### config.mk
export PLATFORM = sky130hd
export DESIGN_NAME = eda_regional_max_ctrl
export DESIGN_NICKNAME = d
export VERILOG_FILES = /design/src/rtl/eda_regional_max_ctrl.sv
export SDC_FILE = /design/constraint.sdc
export NUM_CORES = 1
export LEC_CHECK = 0
export ABC_AREA = 1
export CORE_MARGIN = 4
export CORE_UTILIZATION = 50
export CTS_CLUSTER_DIAMETER = 120
export CTS_CLUSTER_SIZE = 28
export DETAILED_ROUTE_END_ITERATION = 6
export GPL_TIMING_DRIVEN = 0
export PLACE_DENSITY = 0.92
export SYNTH_ARGS = -nofsm -noshare
export SYNTH_HDL_FRONTEND = slang
export SYNTH_SLANG_ARGS = --single-unit
### constraint.sdc
create_clock -name clk -period 3.2 [get_ports clk]
set_clock_uncertainty 0.1 [all_clocks]
set_input_delay 0.8 -clock clk [delete_from_list [all_inputs] [get_ports clk]]
set_output_delay 0.8 -clock clk [all_outputs]
set_load 0.03 [all_outputs]
### src/rtl/eda_regional_max_ctrl.sv
// Frame sequencer for the eda_regional_max core: loads an MxN frame into core memory in
// raster order, then scans every pixel as window centre and streams one max flag per pixel.
module eda_regional_max_ctrl #(
    parameter int M           = 6,
    parameter int N           = 6,
    parameter int PIXEL_WIDTH = 8,
    parameter int I_WIDTH     = $clog2(M),
    parameter int J_WIDTH     = $clog2(N),
    parameter int ADDR_WIDTH  = I_WIDTH + J_WIDTH
) (
    input  logic                   clk,
    input  logic                   reset_n,
    input  logic                   start,
    input  logic                   abort,
    input  logic                   s_valid,
    output logic                   s_ready,
    input  logic [PIXEL_WIDTH-1:0] s_pixel,
    output logic                   m_valid,
    input  logic                   m_ready,
    output logic [ADDR_WIDTH-1:0]  m_addr,
    output logic                   m_is_max,
    output logic                   busy,
    output logic                   frame_done,
    output logic                   write_en,
    output logic [ADDR_WIDTH-1:0]  wr_addr,
    output logic [PIXEL_WIDTH-1:0] pixel_in,
    output logic [ADDR_WIDTH-1:0]  center_addr,
    output logic                   new_pixel,
    output logic                   clear,
    input  logic                   core_done,
    input  logic                   core_is_max,
    output logic [2:0]             dbg_state
);

    localparam logic [2:0] ST_IDLE   = 3'd0;
    localparam logic [2:0] ST_CLR    = 3'd1;
    localparam logic [2:0] ST_LOAD   = 3'd2;
    localparam logic [2:0] ST_ISSUE  = 3'd3;
    localparam logic [2:0] ST_WAIT   = 3'd4;
    localparam logic [2:0] ST_RESULT = 3'd5;
    localparam logic [2:0] ST_FIN    = 3'd6;
    localparam logic [2:0] ST_ACLR   = 3'd7;

    localparam logic [I_WIDTH-1:0] I_LAST = I_WIDTH'(M - 1);
    localparam logic [J_WIDTH-1:0] J_LAST = J_WIDTH'(N - 1);

    logic [2:0]             state_q, state_d;
    logic [I_WIDTH-1:0]     i_q, i_d;
    logic [J_WIDTH-1:0]     j_q, j_d;
    logic                   write_en_q, new_pixel_q, clear_q, m_valid_q, frame_done_q;
    logic                   m_is_max_q;
    logic [ADDR_WIDTH-1:0]  wr_addr_q, center_addr_q, m_addr_q;
    logic [PIXEL_WIDTH-1:0] pixel_in_q;
    logic                   beat, last_px, abort_hit, advance;

    // Valid/ready on both streams: a transfer happens on a rising edge where valid and
    // ready are both high; the producer holds valid and payload stable until that edge.
    assign s_ready   = (state_q == ST_LOAD);
    assign busy      = (state_q != ST_IDLE);
    assign beat      = s_ready && s_valid;
    assign last_px   = (i_q == I_LAST) && (j_q == J_LAST);
    assign abort_hit = abort && (state_q != ST_IDLE);
    assign advance   = beat || ((state_q == ST_RESULT) && m_ready);

    always_comb begin
        state_d = state_q;
        i_d     = i_q;
        j_d     = j_q;
        if (state_q == ST_CLR) begin
            i_d = '0;
            j_d = '0;
        end else if (advance) begin
            if (j_q == J_LAST) begin
                j_d = '0;
                i_d = (i_q == I_LAST) ? '0 : i_q + I_WIDTH'(1);
            end else begin
                j_d = j_q + J_WIDTH'(1);
            end
        end

        case (state_q)
            ST_IDLE:   if (start) state_d = ST_CLR;
            ST_CLR:    state_d = ST_LOAD;
            ST_LOAD:   if (beat && last_px) state_d = ST_ISSUE;
            ST_ISSUE:  state_d = ST_WAIT;
            ST_WAIT:   if (core_done) state_d = ST_RESULT;
            ST_RESULT: if (m_ready) state_d = last_px ? ST_FIN : ST_ISSUE;
            ST_FIN:    state_d = ST_IDLE;
            ST_ACLR:   state_d = ST_IDLE;
            default:   state_d = ST_IDLE;
        endcase

        // The CLR cycle already carries a clear pulse, so aborting there needs no second one.
        if (abort_hit && state_q != ST_ACLR) begin
            state_d = (state_q == ST_CLR) ? ST_IDLE : ST_ACLR;
        end
    end

    always_ff @(posedge clk) begin
        if (!reset_n) begin
            state_q       <= ST_IDLE;
            i_q           <= '0;
            j_q           <= '0;
            write_en_q    <= 1'b0;
            new_pixel_q   <= 1'b0;
            clear_q       <= 1'b0;
            m_valid_q     <= 1'b0;
            frame_done_q  <= 1'b0;
            m_is_max_q    <= 1'b0;
            wr_addr_q     <= '0;
            center_addr_q <= '0;
            m_addr_q      <= '0;
            pixel_in_q    <= '0;
        end else begin
            state_q      <= state_d;
            i_q          <= i_d;
            j_q          <= j_d;
            clear_q      <= (state_d == ST_CLR) || (state_d == ST_ACLR);
            frame_done_q <= (state_d == ST_FIN);
            write_en_q   <= beat && !abort;
            if (beat) begin
                wr_addr_q  <= {i_q, j_q};
                pixel_in_q <= s_pixel;
            end
            // new_pixel lands one cycle after ISSUE so the last memory write precedes it.
            new_pixel_q <= (state_q == ST_ISSUE) && !abort;
            if (state_q == ST_ISSUE) center_addr_q <= {i_q, j_q};
            if (state_q == ST_WAIT && core_done && !abort) begin
                m_valid_q  <= 1'b1;
                m_addr_q   <= center_addr_q;
                m_is_max_q <= core_is_max;
            end else if (abort_hit || (state_q == ST_RESULT && m_ready)) begin
                m_valid_q <= 1'b0;
            end
        end
    end

    assign write_en    = write_en_q;
    assign wr_addr     = wr_addr_q;
    assign pixel_in    = pixel_in_q;
    assign center_addr = center_addr_q;
    assign new_pixel   = new_pixel_q;
    assign clear       = clear_q;
    assign m_valid     = m_valid_q;
    assign m_addr      = m_addr_q;
    assign m_is_max    = m_is_max_q;
    assign frame_done  = frame_done_q;
    assign dbg_state   = state_q;

endmodule
==> impl_metrics.yaml <==
run_status:
  outcome: "completed"
cts:
  ctsHtreeMaxLevel: 2
  clk_pin_slew_worst_paths_ns: 0.12
  tritoncts_num_sinks: 41
  cts-root-buf: "sky130_fd_sc_hd__clkbuf_4"
  cts.repair_timing.setup_buffer_count: 0
  max-clock-path-buffers: 2
  cts_resized: 0
  tritoncts.num_buffers: 5
  cts_tree: "yes"
  cts_hold_repair.buffers: 0
  worst_skew_pair.late_latency_ns: 0.35
power_and_ir_drop:
  p_seq_share_pct: 37.5
  clockPowerShare_pct: 15.6
  switching_share_pct: 41.72
  combinational_fraction_of_design_power_pct: 46.9
  vdd_drop_max_uv: 515.0
  net_switching_power_figure_w: 0.0007729
  p_leak_nw: 0.9174
  power.density_nw_per_um2: 767.2
  internal_power_w: 0.001080
synth:
  netlist_instances: 224
  yosys.area.top_type_share_pct: 46.46
  synthesis.area_per_instance_um2: 7.887
  synth_area_leader_cell: "sky130_fd_sc_hd__dfxtp_1"
  synth_top_cells_by_count: "sky130_fd_sc_hd__dfxtp_1, sky130_fd_sc_hd__nand2_1, sky130_fd_sc_hd__nor2_1"
  synth_warnings: 0
  synth_area_leaders: "sky130_fd_sc_hd__dfxtp_1, sky130_fd_sc_hd__nand2_1, sky130_fd_sc_hd__a21oi_1, sky130_fd_sc_hd__nand3_1, sky130_fd_sc_hd__nor2_1"
  cell_area_after_technology_mapping_um2: 1767
  synth_enable_flop_cells: 0
  asyncSetResetFlopFracSynth_pct: 0
  yosys.cell_count.top_type: "sky130_fd_sc_hd__dfxtp_1"
  netlist_cell_types: 25
  ys_ff_latch: 41
  sequential_element_share_of_the_synthesized_area_pct: 46.46
  syn_nets: 240
  most_used_flip_flop_cell_after_synthesis: "sky130_fd_sc_hd__dfxtp_1"
drt:
  detail_route.wirelength.met1_mm: 1.876
  drtIter0Drc: 103
  top_signal_layer_used: "met4"
  drt_first_pass_iters: 6
  route.vias.total: 1672
  drc_errors: 0
  route.antenna.remaining_nets: 0
  post_drt_wl_per_cell_um: 12.68
  wl_met2_mm: 2.012
  route.final.wire_length_mm: 4.183
  met3WireLength_um: 198
  route.detailed.vias_per_inst: 5.067
grt:
  grt_pass1_vias: 1549
  grt_antenna_before_repair: 0
  globalRoute.totalOverflow: 0
  wire_length_of_the_first_global_routing_pass_mm: 6.755
  grt_start_max_net_pins: 13
  track_usage_pct: 19.69
layout:
  finish.instance_area_um2: 2415
  drive_gt1_share_pct: 12.68
  n_fill_cell: 281
  final_cells: 330
  syn2layout_area_growth_pct: 36.69
  utilization_pct: 71.80
  diodes: 0
  final_net_count: 299
run:
  cap_viol_max_count: 0
floorplanning:
  die_height_um: 67.44
  core_um2: 3363
  row_count: 21
  design.portCount: 53
  die_area_um2: 4548
  die-width_um: 67.44
  initial_utilization_pct: 52.53
setup_path:
  worst-endpoint-arrival_ns: 1.84
  critical_path.max_fanout: 6
  required_ns: 2.30
  worstSetupEndpointType: "output port"
  timing.setup.critical_path_class: "register to output port"
  startpoint_type: "register"
timing:
  setup_total_negative_slack_ns: 0
  final.min_clock_period_ns: 2.737
  max_slew.worst_pin.slew_ns: 0.3733
  finalMaxSlewViolations: 0
  report.final.hold_viol_count: 0
  setup_ws_post_layout_ns: 0.4628
  max_freq_mhz: 365.3
  fin_crit_sh_pct: 85.54
  timing.max_slew.rel_slack_pct: 75.11
  setup_repair_after_global_routing_missed_its_margin: "no"
  total_setup_violations_reported_at_the_end_of_the_flow: 0
placed_design:
  placed_cells_incl_taps: 322
  port-buffer-count: 52
  preCtsSetupSlack_ns: 0.8673
  globalplace.congestion: 0.8859
  placed_cell_area_um2: 2345
  dp_hpwl_mm: 3.220
hold_path:
  min-delay-path-class: "register to register"
per-layer routing:
layer,track usage [%],up-vias
met3,4.825,10
li1,-,854
met1,23.22,754
met5,0,-
met4,9.367,0
met2,33.37,54
per-stage QoR:
stage / hold WS [ns] / power [W]
finish: 0.3714 / 0.001853
CTS: 0.3752 / 0.001860
global route: 0.4010 / 0.001960
floorplan: 0.3779 / 0.001261
detailed placement: 0.3593 / 0.001573
global placement: 0.3483 / 0.001552
flip-flops by register name (all words and copies together), names as in the netlist, 3 cells and up:
register / cells
pixel_in: 8
center_addr: 6
m_addr: 6
wr_addr: 6
dbg_state: 3
i_q: 3
j_q: 3
critical path, cell delays in order, from the launching register on:
cell                              delay, ns
sky130_fd_sc_hd__dfxtp_1               0.51
sky130_fd_sc_hd__inv_2                 0.08
sky130_fd_sc_hd__nor2_4                0.12
sky130_fd_sc_hd__nand2_1               0.06
sky130_fd_sc_hd__inv_1                 0.05
sky130_fd_sc_hd__clkdlybuf4s50_1       0.66
worst paths after layout:
| path | slack, ns | endpoint | cells past startpoint | start |
|---|---|---|---|---|
| setup / recovery | 0.46 | s_ready | 5 | dbg_state[1] |
| hold / removal | 0.37 | m_addr[4] | 2 | m_addr[4] |
| setup reg to reg | 1.73 | pixel_in[4] | 6 | dbg_state[1] |
| hold reg to reg | 0.37 | m_addr[4] | 2 | m_addr[4] |
power by group through the flow:
stage                     Combinational [W]  Clock [W]  Sequential, W
after floorplan                    0.000382          0       0.000878
after global placement             0.000851          0       0.000701
after detailed placement           0.000868          0       0.000704
after CTS                          0.000872   0.000295       0.000693
after global routing               0.000938   0.000315       0.000707
final                              0.000868   0.000290       0.000694
cell families after synthesis:
group           after synthesis  synth area share [%]
simple gates                103                 28.33
compound gates               51                 15.86
flops                        41                 46.46
buf+inv                      29                 9.349
final cells by class:
cell class	count	area [um2]	share of cell area, %
Inverter	22	87.58	3.627
Clock buffer	7	65.06	2.694
Timing Repair Buffer	52	520.5	21.55
Multi-Input combinational cell	154	780.7	32.33
Tap cell	46	57.56	2.383
Sequential cell	41	820.8	33.99
Clock inverter	1	5.005	0.2073
Buffer	7	77.57	3.212
cells in the final DEF, fill, tap and decap left out, drive strengths merged:
cell type / netlist / routed
a21oi: 28 / 28
buf: 5 / 5
clkbuf: 2 / 9
clkdlybuf4s50: 0 / 52
clkinv: 3 / 4
dfxtp: 41 / 41
inv: 19 / 19
nand2: 43 / 43
nand3: 25 / 25
nand3b: 1 / 1
nand4: 1 / 1
nor2: 32 / 32
nor3: 1 / 1
o21ai: 22 / 22
o21bai: 1 / 1
Note: power is estimated with default switching activity, not from simulation.
